[src/rtl/alu_seq_pkg.sv]
// rtl/alu_seq_pkg.sv - shared op codes, shift modes and FSM states for the sequential ALU/shifter
//
// Purpose: common types for alu_core and alu_shift_regfile_seq.
//   alu_op_e  : 3-bit ALU operation encoding
//   sh_mode_e : 2-bit shift mode encoding
//   state_e   : control FSM states
//   idx_width : register index width, never less than 1 bit
package alu_seq_pkg;

    typedef enum logic [2:0] {
        OP_PASSA = 3'b000,
        OP_ADD   = 3'b001,
        OP_SUB   = 3'b010,
        OP_AND   = 3'b011,
        OP_OR    = 3'b100,
        OP_XOR   = 3'b101,
        OP_NOTA  = 3'b110,
        OP_PASSM = 3'b111
    } alu_op_e;

    typedef enum logic [1:0] {
        SH_NONE = 2'b00,
        SH_LSL  = 2'b01,
        SH_LSR  = 2'b10,
        SH_ASR  = 2'b11
    } sh_mode_e;

    typedef enum logic [1:0] {
        IDLE  = 2'b00,
        SHIFT = 2'b01,
        DONE  = 2'b10
    } state_e;

    // A single register still needs a 1-bit index port.
    function automatic int idx_width(input int n);
        return (n > 1) ? $clog2(n) : 1;
    endfunction

endpackage

[src/rtl/alu_core.sv]
// rtl/alu_core.sv - combinational ALU producing result and carry
//
// Purpose: computes x = op(a, m) with carry for add/sub, 0 otherwise.
// Ports:
//   a     in  WIDTH  operand A
//   m     in  WIDTH  operand M (B input or register file value)
//   op    in  3      operation, alu_op_e encoding
//   x     out WIDTH  result, arithmetic wraps modulo 2^WIDTH
//   carry out 1      add: carry out; sub: 1 when no borrow (a >= m)
module alu_core
    import alu_seq_pkg::*;
#(
    parameter int WIDTH = 9
) (
    input  logic [WIDTH-1:0] a,
    input  logic [WIDTH-1:0] m,
    input  logic [2:0]       op,
    output logic [WIDTH-1:0] x,
    output logic             carry
);

    logic [WIDTH:0] sum;
    logic [WIDTH:0] diff;

    assign sum  = {1'b0, a} + {1'b0, m};
    // a + ~m + 1: the top bit is set exactly when no borrow occurs.
    assign diff = {1'b0, a} + {1'b0, ~m} + {{WIDTH{1'b0}}, 1'b1};

    always_comb begin
        x     = '0;
        carry = 1'b0;
        case (alu_op_e'(op))
            OP_PASSA: x = a;
            OP_ADD: begin
                x     = sum[WIDTH-1:0];
                carry = sum[WIDTH];
            end
            OP_SUB: begin
                x     = diff[WIDTH-1:0];
                carry = diff[WIDTH];
            end
            OP_AND:   x = a & m;
            OP_OR:    x = a | m;
            OP_XOR:   x = a ^ m;
            OP_NOTA:  x = ~a;
            OP_PASSM: x = m;
            default:  x = '0;
        endcase
    end

endmodule

[src/rtl/alu_shift_regfile_seq.sv]
// rtl/alu_shift_regfile_seq.sv - handshaked ALU, bit-serial shifter and register file with write-back
//
// Purpose: accepts one command per cmd handshake, computes ALU(A, M) where M
// is b_in or a register, shifts the result one bit per cycle, and presents
// result/carry/zero on a res handshake; optionally writes the result back.
// Ports:
//   clk, rst         clock (rising edge), asynchronous active-high reset
//   cmd_valid/ready  command handshake; ready only in IDLE
//   cmd_op           ALU operation (alu_op_e)
//   cmd_src_sel      0: M = b_in, 1: M = regfile[cmd_rsrc]
//   cmd_rsrc         source register index
//   cmd_shmode       shift mode (sh_mode_e)
//   cmd_shamt        shift amount, values >= WIDTH are legal
//   cmd_wr_en        write result to regfile[cmd_rdst] on result handshake
//   cmd_rdst         destination register index
//   a_in, b_in       operands, sampled only on the accept edge
//   res_valid/ready  result handshake
//   res_data         result
//   res_carry        ALU carry, or last bit shifted out
//   res_zero         result is zero (only while res_valid)
//   busy             FSM not idle
module alu_shift_regfile_seq
    import alu_seq_pkg::*;
#(
    parameter int WIDTH = 9,
    parameter int NREGS = 4,
    localparam int RW  = idx_width(NREGS),
    localparam int SHW = $clog2(WIDTH + 1)
) (
    input  logic             clk,
    input  logic             rst,
    input  logic             cmd_valid,
    output logic             cmd_ready,
    input  logic [2:0]       cmd_op,
    input  logic             cmd_src_sel,
    input  logic [RW-1:0]    cmd_rsrc,
    input  logic [1:0]       cmd_shmode,
    input  logic [SHW-1:0]   cmd_shamt,
    input  logic             cmd_wr_en,
    input  logic [RW-1:0]    cmd_rdst,
    input  logic [WIDTH-1:0] a_in,
    input  logic [WIDTH-1:0] b_in,
    output logic             res_valid,
    input  logic             res_ready,
    output logic [WIDTH-1:0] res_data,
    output logic             res_carry,
    output logic             res_zero,
    output logic             busy
);

    state_e           state;
    state_e           state_nxt;

    logic [WIDTH-1:0] regs [NREGS];
    logic [WIDTH-1:0] work;
    logic             carry_q;
    logic [1:0]       shmode_q;
    logic [SHW-1:0]   count;
    logic             wr_en_q;
    logic [RW-1:0]    rdst_q;

    logic [WIDTH-1:0] rd_val;
    logic [WIDTH-1:0] m_val;
    logic [WIDTH-1:0] alu_x;
    logic             alu_carry;
    logic [WIDTH-1:0] shift_work;
    logic             shift_carry;
    logic             accept;
    logic             res_fire;

    assign accept   = cmd_valid && (state == IDLE);
    assign res_fire = (state == DONE) && res_ready;

    // Indices with no backing register (non-power-of-two NREGS) read as 0.
    always_comb begin
        rd_val = '0;
        for (int i = 0; i < NREGS; i++) begin
            if (cmd_rsrc == i[RW-1:0]) begin
                rd_val = regs[i];
            end
        end
    end

    assign m_val = cmd_src_sel ? rd_val : b_in;

    alu_core #(
        .WIDTH (WIDTH)
    ) u_alu_core (
        .a     (a_in),
        .m     (m_val),
        .op    (cmd_op),
        .x     (alu_x),
        .carry (alu_carry)
    );

    // One-bit shift step; carry always takes the bit that falls off.
    always_comb begin
        shift_work  = work;
        shift_carry = carry_q;
        case (sh_mode_e'(shmode_q))
            SH_LSL: begin
                shift_carry = work[WIDTH-1];
                shift_work  = {work[WIDTH-2:0], 1'b0};
            end
            SH_LSR: begin
                shift_carry = work[0];
                shift_work  = {1'b0, work[WIDTH-1:1]};
            end
            SH_ASR: begin
                shift_carry = work[0];
                shift_work  = {work[WIDTH-1], work[WIDTH-1:1]};
            end
            default: begin
                shift_work  = work;
                shift_carry = carry_q;
            end
        endcase
    end

    always_ff @(posedge clk or posedge rst) begin
        if (rst) begin
            state <= IDLE;
        end else begin
            state <= state_nxt;
        end
    end

    always_comb begin
        state_nxt = state;
        case (state)
            IDLE: begin
                if (cmd_valid) begin
                    if ((cmd_shmode == SH_NONE) || (cmd_shamt == '0)) begin
                        state_nxt = DONE;
                    end else begin
                        state_nxt = SHIFT;
                    end
                end
            end
            SHIFT: begin
                if (count == SHW'(1)) begin
                    state_nxt = DONE;
                end
            end
            DONE: begin
                if (res_ready) begin
                    state_nxt = IDLE;
                end
            end
            default: state_nxt = IDLE;
        endcase
    end

    always_ff @(posedge clk or posedge rst) begin
        if (rst) begin
            work     <= '0;
            carry_q  <= 1'b0;
            shmode_q <= 2'b00;
            count    <= '0;
            wr_en_q  <= 1'b0;
            rdst_q   <= '0;
            for (int i = 0; i < NREGS; i++) begin
                regs[i] <= '0;
            end
        end else begin
            if (accept) begin
                work     <= alu_x;
                carry_q  <= alu_carry;
                shmode_q <= cmd_shmode;
                count    <= cmd_shamt;
                wr_en_q  <= cmd_wr_en;
                rdst_q   <= cmd_rdst;
            end else if (state == SHIFT) begin
                work    <= shift_work;
                carry_q <= shift_carry;
                count   <= count - 1'b1;
            end
            // Write-back lands on the handshake edge, so the command accepted
            // in the following IDLE cycle already reads the new value.
            if (res_fire && wr_en_q) begin
                for (int i = 0; i < NREGS; i++) begin
                    if (rdst_q == i[RW-1:0]) begin
                        regs[i] <= work;
                    end
                end
            end
        end
    end

    assign cmd_ready = (state == IDLE);
    assign busy      = (state != IDLE);
    assign res_valid = (state == DONE);
    assign res_data  = work;
    assign res_carry = carry_q;
    assign res_zero  = (state == DONE) && (work == '0);

endmodule
[config.mk]
export PLATFORM = sky130hd
export DESIGN_NAME = alu_shift_regfile_seq
export DESIGN_NICKNAME = d
export VERILOG_FILES = /design/src/rtl/alu_seq_pkg.sv /design/src/rtl/alu_core.sv /design/src/rtl/alu_shift_regfile_seq.sv
export SDC_FILE = /design/constraint.sdc
export NUM_CORES = 1
export LEC_CHECK = 0
export BUFFER_PORTS_ARGS = -buffer_cell sky130_fd_sc_hd__buf_2
export CAP_MARGIN = 20
export CORE_MARGIN = 5
export CORE_UTILIZATION = 65
export DETAILED_ROUTE_END_ITERATION = 10
export PLACE_DENSITY_LB_ADDON = 0.05
export SETUP_SLACK_MARGIN = 0.05
export SYNTH_ARGS = -nofsm -noshare
export SYNTH_HDL_FRONTEND = slang
export SYNTH_HIERARCHICAL = 1
export SYNTH_SLANG_ARGS = --single-unit
[constraint.sdc]
create_clock -name clk -period 10.39 [get_ports clk]
set_input_delay 1.039 -clock clk [delete_from_list [all_inputs] [get_ports clk]]
set_output_delay 1.039 -clock clk [all_outputs]
set_load 0.02 [all_outputs]
=== After elaboration in Yosys (flattened, before gate mapping) ===
Index checks and enable logic that the tools add are counted.

* Flip-flop bits (word level): 57
* Input bits: 37
* Output and inout port bits: 14
* Logic and storage cells: 90

* Add/sub/neg operators: 4
* Equal/unequal tests: 23
* Muxes and demuxes: 20
* Bitwise logic cells: 5
* Reductions and logical operators: 26

{| class="wikitable"
|+ Operator list
! cell !! number
|-
| 9-bit one-hot mux with 8 select lines || 1
|-
| 9-bit two-way mux || 7
|-
| 9-bit one-hot mux with 3 select lines || 1
|-
| 9-bit by 9-bit adder with 10-bit output || 2
|-
| 9-bit inverter || 2
|-
| 2-bit == test (second input constant) || 7
|-
| 3-bit == test (second input constant) || 4
|-
| 2-bit AND reduction || 6
|-
| 10-bit by 1-bit adder with 10-bit output (second input constant) || 1
|-
| 9-bit bitwise AND || 1
|-
| 9-bit logical NOT || 1
|-
| 9-bit OR || 1
|-
| 9-bit XOR || 1
|-
| 2-bit by 1-bit == test with 1-bit output (second input constant) || 4
|-
| 2-bit logical NOT || 4
|-
| 2-bit two-way mux || 4
|-
| 4-bit two-way mux || 2
|-
| 3-bit by 2-bit == test with 1-bit output (second input constant) || 2
|-
| 2-bit != test (second input constant) || 3
|-
| 2-bit one-hot mux with 3 select lines || 1
|-
| 3-bit AND reduction || 2
|-
| 3-bit nonzero test || 2
|-
| 4-bit by 1-bit == test with 1-bit output (second input constant) || 1
|-
| 1-bit logical AND || 4
|-
| 11 further kinds || 14
|}

=== Longest topological paths before layout ===
* Depth in word-level cells: 11
* Gate-level depth with buffers: 14

=== Cells and area by module ===
The synthesis kept the hierarchy.

{| class="wikitable"
|+ By module, submodules not included
! module !! times used !! cells an instance !! area each (um2) !! seq. area each (um2)
|-
| alu_shift_regfile_seq || 1 || 215 || 2,989.1 || 1,426.4
|-
| alu_core || 1 || 243 || 1,644.1 || 0.0
|}

=== Least setup slack after synthesis ===
No wires, ideal clock.

* Path type: input-to-reg
* From: in cmd_rsrc[0]
* To: reg work[8], in the netlist res_data[8]
* Data arrival time: 4,617 ps
* Required time: 10,265 ps
* Slack: 5,649 ps
* Stages: 13
* Path buffers: 1
* Path through: buf_2 > mux4_2 > mux2_2 > ha_1 > fa_1 > a21o_4 > a2111oi_4 > nor2_2 > o21ai_1 > mux2_1 > o32a_1 > mux2_2 > mux2_2

* Word-level cells in the longest chain between the ends: 11
* Elaborated cells on any way between the ends: 18

{| class="wikitable"
|+ Ends and longest elaborated chain
! element !! line !! source
|-
| start: declaration || alu_shift_regfile_seq.sv:36 || <nowiki>input logic [RW-1:0] cmd_rsrc,</nowiki>
|-
| 2-bit logical NOT || alu_shift_regfile_seq.sv:78 || <nowiki>if (cmd_rsrc == i[RW-1:0]) begin</nowiki>
|-
| 9-bit two-way mux (3 in series) || alu_shift_regfile_seq.sv:78 ||
|-
| 9-bit two-way mux * || alu_shift_regfile_seq.sv:78 ||
|-
| 9-bit two-way mux * || alu_shift_regfile_seq.sv:84 || <nowiki>assign m_val = cmd_src_sel ? rd_val : b_in;</nowiki>
|-
| named net m_val[0] || alu_shift_regfile_seq.sv:63 || <nowiki>logic [WIDTH-1:0] m_val;</nowiki>
|-
| 9-bit inverter || alu_core.sv:27 || <nowiki>assign diff = {1'b0, a} + {1'b0, ~m} + {{WIDTH{1'b0}}, 1'b1};</nowiki>
|-
| 9-bit by 9-bit adder with 10-bit output || alu_core.sv:27 ||
|-
| 10-bit by 1-bit adder with 10-bit output || alu_core.sv:27 ||
|-
| 9-bit one-hot mux with 8 select lines * || alu_core.sv:32 || <nowiki>case (alu_op_e'(op))</nowiki>
|-
| named net alu_x[8] || alu_shift_regfile_seq.sv:64 || <nowiki>logic [WIDTH-1:0] alu_x;</nowiki>
|-
| 9-bit two-way mux * || alu_shift_regfile_seq.sv:166 || <nowiki>if (accept) begin</nowiki>
|-
| end signal: assignment || alu_shift_regfile_seq.sv:167 || <nowiki>work <= alu_x;</nowiki>
|-
| end signal: assignment || alu_shift_regfile_seq.sv:174 || <nowiki>work <= shift_work;</nowiki>
|-
| end: declaration || alu_shift_regfile_seq.sv:55 || <nowiki>logic [WIDTH-1:0] work;</nowiki>
|}

Mark *: on every way through the listed nets, which the timed path passes. The rest lies on a longest branch.
A chain may end at the register's enable or synchronous reset.

=== Worst setup path after layout ===
Ends and elaborated chain as after synthesis.

==> flow_summary.toml <==
[yosys]
synth.net_count = 529
synth_area_sq_um = 4630
synthCells = 458
ys_seq_elements = 57
yosysUniqueCellTypes = 65
avgSynthCellArea_sq_um = 10.1
top_ff_cell_synth = "dfrtp_1"
synth-warning-count = 6
synth-async-reset-ratio_pct = 100
synth_edf_count = 0
share_of_the_yosys_chip_area_belonging_to_registers_pct = 30.8

[sta]
period_minus_slack_ns = 4.61
fin_ws_ns = 5.78
setup_total_negative_slack_ns = 0
max_freq_ghz = 0.217
finalHoldViolCount = 0
timing.final.max_slew_violations = 0
actual_transition_at_the_worst_max_transition_pin_ns = 0.697
timing.final.crit_share_pct = 44.4
setup_viol_count_final = 0
worst_max_slew_margin_expressed_relative_to_the_limit_pct = 53.5
rsz0062_at_grt = "false"
finClkSkew_ns = 0.0113

[cts]
ctsHtreeMaxLevel = 3
clk_pin_slew_worst_paths_ns = 0.07
cts_resized = 0
clock_latency_ns = 0.33
clock-sinks = 57
tritoncts = "done"
root_buffer = "clkbuf_8"
clk_path_buf_depth = 2
cts_hold_repair.buffers = 0
cts_made_buffers = 9
post-cts-setup-buffers = 0

[final_layout]
layout_common_cells = "mux2_2 (68), dfrtp_1 (57), buf_2 (50)"
nets = 567
final_common_cell = "mux2_2"
layout.cells.non_filler = 596
layout-drive-gt1-share_pct = 34.8
final_util_pct = 74.9
synthToLayoutAreaGrowth_pct = 11.0
antenna_cells = 0

[pwr]
p_leak_nw = 2.44
powerDensity_nw_per_um2 = 236
power_consumption_mw = 1.21
max-vdd-ir-drop_v = 0.000190
power.combinational.fraction_pct = 44.6
internal_power_mw = 0.761
reported_net_switching_power_mw = 0.453
sw_frac_of_total_pct = 37.3
power.clock.fraction_pct = 20.9
power_frac_seq_pct = 34.5

[worst_hold_path]
min-delay-path-class = "flop to flop"
timing.hold.worst.start = "regs[16]$_DFFE_PP0P_"

[place]
numPortBuffers = 50
dpl_worst_slack_ns = 5.43
gp_congestion = 0.943
detailed_place_hpwl_um = 7750
dpl_cells = 581

[grt]
antenna_violations_before_repair = 0
global_route.overflow_total = 0
grt_pass1_vias = 3612
pin_count_of_the_biggest_net_entering_global_routing = 58
track_usage_pct = 25.2
first_pass_grt_wire_length_um = 17700

[routing]
via_to_cell_ratio = 6.11
drt_wl_total_um = 10500
num_vias = 3641
route.detailed.wl_per_inst_um = 17.7
drt-pass1-iter-count = 7
drt-initial-drc-count = 136
final_antenna_net_count = 0
post-route-drc-count = 0

[critical_path]
crit_fanout = 9
timing.critical_path.mode_cell = "mux2_2"
timing.critical_path.to_type = "flop"
critical_path.cell_chain = "buf_2, mux4_2, mux2_2, ha_1, fa_1, a21o_4, a2111oi_4, nor2_2, o21ai_1, mux2_1, o32a_1, mux2_2, mux2_2"
endpoint = "res_data[8]$_DFFE_PP0P_"
worst-endpoint-arrival_ns = 4.83
worst_path_largest_cell_delay_ns = 0.55
crit_start = "cmd_rsrc[0]"
worst_path_slowest_cell = "mux4_2"
critical_path_required_ns = 10.60
critical_path.startpoint_type = "input pin"
rr_startpoint = "regs[9]$_DFFE_PP0P_"
worst-setup-path-type = "input pin to flop"
ff2ff_path_depth = 12
timing.rr.end = "res_data[8]$_DFFE_PP0P_"
regToRegSetupSlack_ns = 6.45

[floorplanning]
core_area_sq_um = 6870
floorplan.rows = 30
top_level_pins = 51
die_area_sq_um = 8920
floorplan.initialDensity_pct = 67.4
die_width_um = 94.4
die_height_um = 94.4

[job]
max_cap_violations = 0

[run_status]
status = "finished, final reports clean"
==> cell usage after synthesis (3+ instances only) <==
cell type / n / area (sq um)
a21oi_1: 26 / 130
a221oi_1: 5 / 43.8
a31oi_1: 9 / 56.3
buf_1: 5 / 18.8
buf_2: 9 / 45.0
buf_4: 3 / 22.5
clkbuf_1: 8 / 30.0
dfrtp_1: 57 / 1430
ha_1: 32 / 400
inv_1: 33 / 124
mux2_2: 68 / 766
mux2_4: 9 / 135
mux2i_1: 6 / 60.1
mux4_2: 11 / 248
nand2_1: 23 / 86.3
nand2b_1: 6 / 37.5
nand3_1: 6 / 30.0
nor2_1: 32 / 120
nor2b_1: 9 / 56.3
nor3_1: 7 / 35.0
nor4_1: 4 / 25.0
o211ai_1: 3 / 22.5
o21ai_0: 21 / 105
o21ai_1: 3 / 15.0
o21bai_1: 4 / 30.0
o22ai_1: 5 / 31.3
xnor2_1: 4 / 35.0
==> kinds of logic (layout without fill, tap and decap cells) <==
group	after synthesis	after routing	share of synthesized area (%)
and+or+nand+nor	106	106	11.8
AOI/OAI and AO/OA	101	101	15.1
muxes	95	95	26.3
buffers and inverters	59	101	5.27
DFF	57	57	30.8
adders and majority gates	34	34	9.51
xor gates and xnor gates	6	6	1.13
==> final cells by class <==
| class | instances | area (sq um) |
|---|---|---|
| clock buffers | 10 | 138 |
| clock inverters | 5 | 104 |
| fillers | 509 | 1730 |
| inverters | 34 | 128 |
| multi-input cells | 342 | 2960 |
| flip-flops and latches | 57 | 1430 |
| well taps | 96 | 120 |
| repair buffers | 52 | 265 |
==> critical path: cells and delay by family <==
| family | cells | cell delay [ns] |
|---|---|---|
| multiplexers | 5 | 1.71 |
| AO/OA/AOI/OAI | 4 | 1.07 |
| AND/OR/NAND/NOR | 1 | 0.05 |
| buffers and inverters | 1 | 0.26 |
| adder cells (fa/ha/maj) | 2 | 0.69 |
==> metrics by stage <==
step	area (sq um)	hold WS, ns
finish	5140	0.508
global placement	4900	0.482
detailed placement	4900	0.491
floorplan	4630	0.475
CTS	5140	0.507
global route	5140	0.521
==> state kept, by name (all words and copies together) (netlist names) <==
register / count
regs: 36
res_data: 9
count: 4
rdst_q: 2
shmode_q: 2
state: 2
res_carry: 1
wr_en_q: 1
==> worst min-delay path by stage <==
stage | to | slack (ns) | cells after the start
after detailed placement | regs[30]$_DFFE_PP0P_ | 0.49 | 1
after global routing | regs[5]$_DFFE_PP0P_ | 0.52 | 1
final | regs[16]$_DFFE_PP0P_ | 0.51 | 1
after floorplan | regs[18]$_DFFE_PP0P_ | 0.47 | 1
after global placement | regs[26]$_DFFE_PP0P_ | 0.48 | 1
after CTS | regs[19]$_DFFE_PP0P_ | 0.51 | 1
==> power by group through the flow <==
stage               Combinational [mW]  Clock [mW]  Sequential, mW
floorplan                        0.429           0           0.395
detailed placement               0.535           0           0.418
CTS                              0.542       0.256           0.416
global placement                 0.519           0           0.413
finish                           0.541       0.253           0.419
global route                     0.595       0.269           0.434
==> layer usage <==
metal	global-route usage [%]	vias to the layer above	wire length (um)
met5	0	-	0
li1	-	1739	-
met4	6.86	0	92
met1	34.5	1794	4750
met3	4.38	8	509
met2	41.5	100	5180
Power figures use the tool's default switching activity.
